[src/rtl/yolo_osif_packer.sv]
// Result packer: gathers DBITS-wide elements into TBITS-wide osif words.
// Emits one frame of cfg_len elements; the final word carries last and a partial strobe.
module yolo_osif_packer #(
  parameter int TBITS = 64,
  parameter int TBYTE = 8,
  parameter int DBITS = 8,
  parameter int LEN_W = 16
) (
  input  logic             aclk,
  input  logic             aresetn,
  input  logic             cfg_start,
  input  logic [LEN_W-1:0] cfg_len,
  input  logic             in_valid,
  output logic             in_ready,
  input  logic [DBITS-1:0] in_data,
  output logic             busy,
  output logic             done,
  output logic [TBITS-1:0] osif_data_din,
  output logic [TBYTE-1:0] osif_strb_din,
  output logic             osif_last_din,
  output logic             osif_user_din,
  output logic             osif_write,
  input  logic             osif_full_n
);

  localparam int LANES = TBITS / DBITS;
  localparam int LW    = (LANES > 1) ? $clog2(LANES) : 1;
  localparam int SPL   = DBITS / 8;

  typedef enum logic [1:0] {
    S_IDLE,
    S_PACK,
    S_DRAIN,
    S_DONE
  } state_t;

  state_t           r_state;
  logic [LEN_W-1:0] r_remaining;
  logic [LW-1:0]    r_lane;
  logic             r_first;
  logic [TBITS-1:0] r_pack;
  logic [TBITS-1:0] r_out_data;
  logic [TBYTE-1:0] r_out_strb;
  logic             r_out_last;
  logic             r_out_user;
  logic             r_out_valid;

  logic             w_out_free;
  logic             w_complete;
  logic             w_accept;
  logic             w_load;
  logic             w_xfer;
  logic [TBITS-1:0] w_word;
  logic [TBYTE-1:0] w_strb;

  assign w_out_free = !r_out_valid || osif_full_n;
  assign w_complete = (r_lane == LW'(LANES - 1)) ||
                      (r_remaining == LEN_W'(1));
  assign in_ready   = (r_state == S_PACK) &&
                      (r_remaining != '0) &&
                      (!w_complete || w_out_free);
  assign w_accept   = in_valid && in_ready;
  assign w_load     = w_accept && w_complete;
  assign w_xfer     = r_out_valid && osif_full_n;

  // Lanes above the current one stay zero because r_pack is cleared per word.
  always_comb begin
    w_word = r_pack;
    w_word[r_lane*DBITS +: DBITS] = in_data;
    w_strb = '0;
    for (int k = 0; k < LANES; k++) begin
      if (LW'(k) <= r_lane) w_strb[k*SPL +: SPL] = '1;
    end
  end

  assign osif_data_din = r_out_data;
  assign osif_strb_din = r_out_strb;
  assign osif_last_din = r_out_last;
  assign osif_user_din = r_out_user;
  assign osif_write    = r_out_valid;
  assign busy          = (r_state == S_PACK) || (r_state == S_DRAIN);
  assign done          = (r_state == S_DONE);

  always_ff @(posedge aclk or negedge aresetn) begin
    if (!aresetn) begin
      r_state     <= S_IDLE;
      r_remaining <= '0;
      r_lane      <= '0;
      r_first     <= 1'b0;
      r_pack      <= '0;
      r_out_data  <= '0;
      r_out_strb  <= '0;
      r_out_last  <= 1'b0;
      r_out_user  <= 1'b0;
      r_out_valid <= 1'b0;
    end else begin
      if (w_load) begin
        r_out_data  <= w_word;
        r_out_strb  <= w_strb;
        r_out_last  <= (r_remaining == LEN_W'(1));
        r_out_user  <= r_first;
        r_out_valid <= 1'b1;
      end else if (w_xfer) begin
        r_out_valid <= 1'b0;
      end

      unique case (r_state)
        S_IDLE: begin
          if (cfg_start) begin
            r_remaining <= cfg_len;
            r_lane      <= '0;
            r_first     <= 1'b1;
            r_pack      <= '0;
            r_state     <= (cfg_len != '0) ? S_PACK : S_DONE;
          end
        end
        S_PACK: begin
          if (w_accept) begin
            r_remaining <= r_remaining - 1'b1;
            if (w_complete) begin
              r_lane  <= '0;
              r_first <= 1'b0;
              r_pack  <= '0;
            end else begin
              r_lane <= r_lane + 1'b1;
              r_pack <= w_word;
            end
            if (r_remaining == LEN_W'(1)) r_state <= S_DRAIN;
          end
        end
        S_DRAIN: begin
          if (w_xfer) r_state <= S_DONE;
        end
        S_DONE: r_state <= S_IDLE;
        default: r_state <= S_IDLE;
      endcase
    end
  end

endmodule

[config.mk]
export PLATFORM = sky130hd
export DESIGN_NAME = yolo_osif_packer
export DESIGN_NICKNAME = d
export VERILOG_FILES = /design/src/rtl/yolo_osif_packer.sv
export SDC_FILE = /design/constraint.sdc
export NUM_CORES = 1
export LEC_CHECK = 0
export BUFFER_PORTS_ARGS = -buffer_cell sky130_fd_sc_hd__buf_2
export CELL_PAD_IN_SITES_DETAIL_PLACEMENT = 2
export CELL_PAD_IN_SITES_GLOBAL_PLACEMENT = 2
export CORE_MARGIN = 2
export CORE_UTILIZATION = 39
export DETAILED_ROUTE_END_ITERATION = 8
export GPL_TIMING_DRIVEN = 0
export PLACE_DENSITY = 0.94
export SLEW_MARGIN = 25
export SYNTH_ARGS = -nofsm -noshare
export SYNTH_HDL_FRONTEND = slang
export SYNTH_SLANG_ARGS = --single-unit
[constraint.sdc]
create_clock -name aclk -period 4.9 [get_ports aclk]
set_input_delay 1.47 -clock aclk [delete_from_list [all_inputs] [get_ports aclk]]
set_output_delay 1.47 -clock aclk [all_outputs]
set_load 0.1 [all_outputs]
==> metrics.txt, run 1 <==
# TYPE chip_impl_metric gauge
chip_impl_metric{name="period_minus_slack",unit="ps"} 4520
chip_impl_metric{name="final_nets",unit=""} 932
chip_impl_metric{name="ys.warnings.count",unit=""} 0
chip_impl_metric{name="pre_cts_slack",unit="ps"} 792
chip_impl_info{name="cp-end-kind",value="output pin"} 1
chip_impl_metric{name="worst_slack",unit="ps"} 381
chip_impl_metric{name="path_buf_inv",unit=""} 2
chip_impl_info{name="synth_largest_area_cell",value="dfrtp_1"} 1
chip_impl_metric{name="top_area_cell_type_share_of_the_netlist_area",unit="%"} 52.2
chip_impl_metric{name="clock_insertion_delay_worst_skew",unit="ps"} 450
chip_impl_metric{name="timing.max_slew.rel_slack",unit="%"} 25.8
chip_impl_metric{name="cap_viol_max_count",unit=""} 0
chip_impl_metric{name="grt.total_usage",unit="%"} 33.7
chip_impl_info{name="clk_root_buffer_cell",value="clkbuf_16"} 1
chip_impl_metric{name="grt_pass1_wl",unit="um"} 51500
chip_impl_info{name="most-common-layout-cells",value="161 x dfrtp_1, 107 x buf_2, 86 x nor2_1"} 1
chip_impl_metric{name="drc",unit=""} 0
chip_impl_metric{name="finalWirelength",unit="um"} 34000
chip_impl_metric{name="cts_hold_buf",unit=""} 0
chip_impl_metric{name="fraction_of_the_mapped_netlist_area_in_adder_cells",unit="%"} 2.59
chip_impl_metric{name="initialDrtViolationCount",unit=""} 558
chip_impl_metric{name="cp_data_arrival_time",unit="ps"} 3050
chip_impl_metric{name="final-max-slew-violation-count",unit=""} 0
chip_impl_metric{name="cts.htree.levels",unit=""} 4
chip_impl_info{name="setup.worst_path.class",value="flop to output pin"} 1
chip_impl_info{name="layout.cells.most_common",value="dfrtp_1"} 1
chip_impl_metric{name="timing.final.crit_share",unit="%"} 92.2
chip_impl_metric{name="globalRoute.totalOverflow",unit=""} 0
chip_impl_metric{name="post_synth_xor_area_fraction",unit="%"} 0
chip_impl_metric{name="die_area",unit="mm^2"} 0.0209
chip_impl_metric{name="setup_viol",unit=""} 0
chip_impl_metric{name="worst_setup_hold_path_clk_slew",unit="ps"} 70
chip_impl_metric{name="cts.repair.resized",unit=""} 0
chip_impl_metric{name="num_rows",unit=""} 51
chip_impl_metric{name="post_synthesis_compound_gate_area_fraction",unit="%"} 23.1
chip_impl_info{name="synth_area_leaders",value="dfrtp_1 52%, o22ai_1 5.4%, a21oi_1 5.3%, a22oi_1 4.8%, nor2_1 4.2%"} 1
chip_impl_metric{name="vias_in_the_first_global_route",unit=""} 8088
chip_impl_metric{name="synth.ff_latch_count",unit=""} 161
chip_impl_metric{name="antenna_cells_inserted",unit=""} 0
chip_impl_info{name="tritoncts_clock_tree",value="done"} 1
chip_impl_metric{name="initial_core_util",unit="%"} 39.7
chip_impl_metric{name="finalClockSkew",unit="ps"} 16.1
chip_impl_metric{name="post_synth_cell_types",unit=""} 56
chip_impl_metric{name="post-place-cells",unit=""} 1133
chip_impl_metric{name="hold_violations",unit=""} 0
chip_impl_metric{name="max-clock-path-buffers",unit=""} 2
chip_impl_metric{name="place_area",unit="mm^2"} 0.00858
chip_impl_info{name="slowest_cell_on_the_critical_path",value="nor4_4"} 1
chip_impl_metric{name="tns",unit="ps"} 0
chip_impl_metric{name="worst_ep_required_time",unit="ps"} 3430
chip_impl_metric{name="synth-simple-area-share",unit="%"} 11.7
chip_impl_info{name="hold_path.class",value="flop to flop"} 1
chip_impl_metric{name="ys_seq_area_share",unit="%"} 52.2
chip_impl_metric{name="critical-path-max-stage-delay",unit="ps"} 610
chip_impl_metric{name="die_h",unit="um"} 145
chip_impl_metric{name="ios",unit=""} 107
chip_impl_metric{name="stdcell_count",unit=""} 1165
chip_impl_metric{name="avgRoutedWirePerCell",unit="um"} 29.1
chip_impl_info{name="ys.flop_type",value="dfrtp_1"} 1
chip_impl_metric{name="cts_inserted_buffers",unit=""} 17
chip_impl_info{name="worstSetupStartpointType",value="flop"} 1
chip_impl_metric{name="num_vias",unit=""} 7402
chip_impl_metric{name="die_x",unit="um"} 145
chip_impl_metric{name="synth.cell_area",unit="mm^2"} 0.00772
chip_impl_info{name="cp_top_family",value="simple AND/OR/NAND/NOR gates"} 1
chip_impl_metric{name="cts_setup_buffers",unit=""} 0
chip_impl_metric{name="clock_sinks",unit=""} 161
chip_impl_metric{name="gp_routability_congestion",unit=""} 0.906
chip_impl_info{name="synth_top_family_by_area",value="compound AO/OA/AOI/OAI gates"} 1
chip_impl_metric{name="post_synth_inst_count",unit=""} 769
chip_impl_metric{name="area_growth_syn_to_layout",unit="%"} 18.3
chip_impl_metric{name="fmaxAchievable",unit="MHz"} 221
chip_impl_info{name="rsz0062_at_grt",value="false"} 1
chip_impl_metric{name="grt_start_max_net_pins",unit=""} 85
chip_impl_info{name="critical_path_cell_sequence",value="inv_1, ha_1, or4b_1, nor4_4, a21oi_1, and2_1, buf_2"} 1
chip_impl_info{name="status",value="finished, final reports clean"} 1
chip_impl_metric{name="synth.mux.area_fraction",unit="%"} 3.42
chip_impl_metric{name="floorplan.core_area",unit="mm^2"} 0.0195
chip_impl_metric{name="grt_antenna_before_repair",unit=""} 0
chip_impl_metric{name="io_buffers",unit=""} 98
chip_impl_metric{name="critical_path_peak_fanout",unit=""} 9
chip_impl_metric{name="syn_nets",unit=""} 814
chip_impl_metric{name="syn_avg_cell_area",unit="um^2"} 10.0
chip_impl_metric{name="asyncSetResetFlopFracSynth",unit="%"} 100
chip_impl_metric{name="number_of_synthesized_flops_with_an_enable_pin",unit=""} 0
chip_impl_metric{name="final_layout_size_suffix_gt1_share",unit="%"} 18.6
chip_impl_metric{name="final_design_area_no_fill",unit="mm^2"} 0.00913
chip_impl_metric{name="post_drt_via_cell_ratio",unit=""} 6.35
chip_impl_metric{name="layout.filler_cells",unit=""} 2041
chip_impl_metric{name="place_hpwl",unit="um"} 20300
chip_impl_metric{name="timing.reg2reg.setup_slack",unit="ps"} 970
chip_impl_metric{name="tightestPinTransition",unit="ps"} 1100
chip_impl_metric{name="drt_pre_antenna_iters",unit=""} 5
chip_impl_metric{name="antenna_violating_nets_post_route",unit=""} 0
-- cell usage after synthesis (3+ instances only) --
library cell    n
nand3b_1        7
buf_1          14
a31oi_1         4
ha_1           16
a22oi_1        49
and3_1          6
buf_2          10
inv_1          79
nand2b_1        5
nor2b_1         4
nor4_1          8
or2_2           6
a221oi_4        6
a211oi_1        3
a221o_1         4
nor2_1         86
nand3_1         3
o21ai_0         4
dfrtp_1       161
nand2_1        15
a22o_1          5
mux2i_1        23
or4_1           3
nand4_1        13
clkbuf_1       23
o22ai_1        67
buf_4           5
or3_1           4
o221ai_1        6
nor3_1         10
a21oi_1        82
o2bb2ai_1       5
mux2_1          3
-- area by class of cell --
cell class | instances | area, um^2 | area share [%]
Buffer | 53 | 240 | 2.63
Clock buffer | 18 | 429 | 4.70
Clock inverter | 14 | 121 | 1.33
Inverter | 80 | 300 | 3.29
Multi-Input combinational cell | 475 | 3150 | 34.5
Sequential cell | 161 | 4030 | 44.1
Tap cell | 265 | 332 | 3.63
Timing Repair Buffer | 99 | 528 | 5.78
-- cell families after synthesis --
| family | Yosys count |
|---|---|
| buffers and inverters | 133 |
| multiplexers | 26 |
| flip-flops | 161 |
| AND/OR/NAND/NOR | 180 |
| AO/OA/AOI/OAI | 253 |
| adder cells (fa/ha/maj) | 16 |
-- per-stage QoR --
step	utilization, %	hold WS [ps]
final	46.9	507
after global routing	46.9	541
after CTS	46.9	503
after detailed placement	44.1	483
after global placement	43.9	482
after floorplan	-	462
-- routing by layer --
layer  vias up  routed length, um  global-route usage (%)  share of wire [%]
met5         -                  0                       0                  0
met4         0               1680                    17.7                5.0
met3       125               2430                    8.06                7.2
met2       426              16600                    54.8                 49
met1      3813              13300                    41.7                 39
li1       3038                  -                       -                  -
-- final timing paths --
check	from	end	depth (start not counted)
max	r_remaining[1]$_DFFE_PN0P_	in_ready	7
min	osif_last_din$_DFFE_PN0P_	osif_last_din$_DFFE_PN0P_	1
max reg2reg	r_lane[1]$_DFFE_PN0P_	r_pack[26]$_DFFE_PN0P_	8
min reg2reg	osif_last_din$_DFFE_PN0P_	osif_last_din$_DFFE_PN0P_	1
max in group asynchronous	aresetn	osif_data_din[33]$_DFFE_PN0P_	2
min in group asynchronous	aresetn	r_remaining[1]$_DFFE_PN0P_	1
-- sequential cells by signal, indices dropped and copies added, names as in the netlist --
name / cells
r_remaining: 16
r_lane: 3
osif_strb_din: 8
osif_last_din: 1
osif_data_din: 64
r_state: 2
r_first: 1
osif_user_din: 1
osif_write: 1
r_pack: 64
Power of run 1 is left out: the tool's default activity adds up to more than one toggle a clock period on the data nets, which glitch-free logic cannot reach.
==> run 2: changes to the inputs <==
--- a/config.mk
+++ b/config.mk
@@ -8,11 +8,13 @@
 export BUFFER_PORTS_ARGS = -buffer_cell sky130_fd_sc_hd__buf_2
 export CELL_PAD_IN_SITES_DETAIL_PLACEMENT = 2
 export CELL_PAD_IN_SITES_GLOBAL_PLACEMENT = 2
+export CORE_ASPECT_RATIO = 2
 export CORE_MARGIN = 2
 export CORE_UTILIZATION = 39
 export DETAILED_ROUTE_END_ITERATION = 8
 export GPL_TIMING_DRIVEN = 0
 export PLACE_DENSITY = 0.94
+export SKIP_CTS_REPAIR_TIMING = 1
 export SLEW_MARGIN = 25
 export SYNTH_ARGS = -nofsm -noshare
 export SYNTH_HDL_FRONTEND = slang
==> run 2 against run 1 <==
Count of clock-buffer cells in the layout up 2. Flip-flop and latch count unchanged. Non-clock buffer count unchanged. Critical endpoint unchanged. Largest cell class unchanged. Highest routed layer unchanged.
==> metrics.txt, run 2 (synthesis results as in run 1) <==
# TYPE chip_impl_metric gauge
chip_impl_info{name="slowest_cell_on_the_critical_path",value="nor4_4"} 1
chip_impl_metric{name="timing.max_slew.rel_slack",unit="%"} 21.1
chip_impl_metric{name="gp_routability_congestion",unit=""} 0.878
chip_impl_info{name="busiest_layer",value="met2"} 1
chip_impl_metric{name="ios",unit=""} 107
chip_impl_metric{name="cp_data_arrival_time",unit="ps"} 2870
chip_impl_info{name="status",value="finished, final reports clean"} 1
chip_impl_metric{name="holdWs",unit="ps"} 495
chip_impl_metric{name="grt_start_max_net_pins",unit=""} 86
chip_impl_metric{name="tns",unit="ps"} 0
chip_impl_metric{name="floorplan.core_area",unit="mm^2"} 0.0194
chip_impl_metric{name="antenna_violating_nets_post_route",unit=""} 0
chip_impl_metric{name="period_minus_slack",unit="ps"} 4340
chip_impl_metric{name="clock_sinks",unit=""} 161
chip_impl_metric{name="critical-path-max-stage-delay",unit="ps"} 610
chip_impl_metric{name="num_vias",unit=""} 7230
chip_impl_metric{name="drc",unit=""} 0
chip_impl_metric{name="worst_slack",unit="ps"} 560
chip_impl_metric{name="tightestPinTransition",unit="ps"} 1170
chip_impl_metric{name="fmaxAchievable",unit="MHz"} 230
chip_impl_metric{name="finalWirelength",unit="um"} 32100
chip_impl_metric{name="worst_ep_required_time",unit="ps"} 3430
chip_impl_info{name="hold_path.class",value="flop to flop"} 1
chip_impl_metric{name="num_rows",unit=""} 72
chip_impl_metric{name="post_drt_via_cell_ratio",unit=""} 6.24
chip_impl_metric{name="vias_in_the_first_global_route",unit=""} 8076
chip_impl_metric{name="grt.total_usage",unit="%"} 31.8
chip_impl_metric{name="grt_pass1_wl",unit="um"} 48700
chip_impl_info{name="cp-end-kind",value="output pin"} 1
chip_impl_metric{name="global_route.usage.met2",unit="%"} 57.1
chip_impl_metric{name="die_h",unit="um"} 203
chip_impl_metric{name="final-max-slew-violation-count",unit=""} 0
chip_impl_info{name="setup.worst_path.class",value="flop to output pin"} 1
chip_impl_info{name="worstSetupStartpointType",value="flop"} 1
chip_impl_info{name="tritoncts_clock_tree",value="done"} 1
chip_impl_metric{name="clock_insertion_delay_worst_skew",unit="ps"} 450
chip_impl_metric{name="area_growth_syn_to_layout",unit="%"} 19.8
chip_impl_metric{name="timing.final.crit_share",unit="%"} 88.6
chip_impl_metric{name="globalRoute.totalOverflow",unit=""} 0
chip_impl_metric{name="drt_pre_antenna_iters",unit=""} 6
chip_impl_metric{name="finalClockSkew",unit="ps"} 14.5
chip_impl_metric{name="place_hpwl",unit="um"} 21300
chip_impl_metric{name="setup_viol",unit=""} 0
chip_impl_metric{name="antenna_cells_inserted",unit=""} 0
chip_impl_metric{name="grt_use_met1",unit="%"} 33.9
chip_impl_info{name="clk_root_buffer_cell",value="clkbuf_16"} 1
chip_impl_metric{name="worst_setup_hold_path_clk_slew",unit="ps"} 70
chip_impl_metric{name="global_route.usage.met3",unit="%"} 6.06
chip_impl_metric{name="die_area",unit="mm^2"} 0.0210
chip_impl_metric{name="cts.htree.levels",unit=""} 4
chip_impl_metric{name="initial_core_util",unit="%"} 39.9
chip_impl_info{name="critical_path_cell_sequence",value="or3_1, clkbuf_1, nor4_4, a21oi_1, and2_1, buf_2"} 1
chip_impl_metric{name="cap_viol_max_count",unit=""} 0
chip_impl_metric{name="cts_inserted_buffers",unit=""} 17
chip_impl_info{name="layout.cells.most_common",value="dfrtp_1"} 1
chip_impl_metric{name="io_buffers",unit=""} 98
chip_impl_metric{name="avgRoutedWirePerCell",unit="um"} 27.7
chip_impl_metric{name="max-clock-path-buffers",unit=""} 2
chip_impl_metric{name="final_layout_size_suffix_gt1_share",unit="%"} 18.3
chip_impl_metric{name="critical_path_peak_fanout",unit=""} 9
chip_impl_metric{name="die_x",unit="um"} 103
chip_impl_metric{name="grt_antenna_before_repair",unit=""} 0
chip_impl_info{name="most-common-layout-cells",value="161 x dfrtp_1, 107 x buf_2, 86 x nor2_1"} 1
chip_impl_metric{name="pre_cts_slack",unit="ps"} 854
chip_impl_metric{name="hold_violations",unit=""} 0
chip_impl_metric{name="initialDrtViolationCount",unit=""} 519
chip_impl_metric{name="final_nets",unit=""} 932
chip_impl_info{name="rsz0062_at_grt",value="false"} 1
-- run 2: changes by cell type in the layout (fill, tap and decap cells not counted), sizes merged --
cell / previous run / this run
buf: 127 / 128
bufinv: 0 / 6
clkbuf: 43 / 44
clkinv: 7 / 2
clkinvlp: 1 / 3
inv: 86 / 81
-- run 2: per-layer routing --
layer / part of all wire, % / up-vias / routed length (um)
met1: 34 / 3751 / 11000
met3: 4.9 / 126 / 1560
li1: - / 3025 / -
met5: 0 / - / 0
met2: 55 / 328 / 17700
met4: 5.6 / 0 / 1800
-- run 2: per-stage QoR --
stage / util (%) / cells / cell area [um^2]
after floorplan: - / 769 / 7720
after global routing: 47.7 / 1159 / 9250
after CTS: 47.7 / 1159 / 9250
after global placement: 44.1 / 1126 / 8530
final: 47.7 / 1159 / 9250
after detailed placement: 44.3 / 1127 / 8570
-- run 2: layout make-up --
| type | count | area, um^2 |
|---|---|---|
| well taps | 259 | 324 |
| clock inverters | 12 | 229 |
| repair buffers | 99 | 528 |
| fillers | 2051 | 10100 |
| plain buffers | 53 | 239 |
| clock buffers | 20 | 447 |
| multi-input cells | 475 | 3150 |
| inverters | 80 | 300 |
| flip-flops and latches | 161 | 4030 |
-- run 2: final timing paths --
path,slack (ps),cells past startpoint,end,start
max in group asynchronous,3040,2,osif_data_din[37]$_DFFE_PN0P_,aresetn
setup reg to reg,1200,9,r_pack[2]$_DFFE_PN0P_,r_lane[0]$_DFFE_PN0P_
setup / recovery,560,6,in_ready,r_remaining[8]$_DFFE_PN0P_
hold reg to reg,490,1,osif_strb_din[6]$_DFFE_PN0P_,osif_strb_din[6]$_DFFE_PN0P_
hold / removal,490,1,osif_strb_din[6]$_DFFE_PN0P_,osif_strb_din[6]$_DFFE_PN0P_
min in group asynchronous,1000,1,osif_data_din[56]$_DFFE_PN0P_,aresetn
-- run 2: worst max-delay path: cells and delay by family (launching register included) --
family | cells | cell delay, ps
buf+inv | 2 | 570
flops | 1 | 450
simple gates | 3 | 1220
compound gates | 1 | 180
Power of run 2 is left out for the same reason.
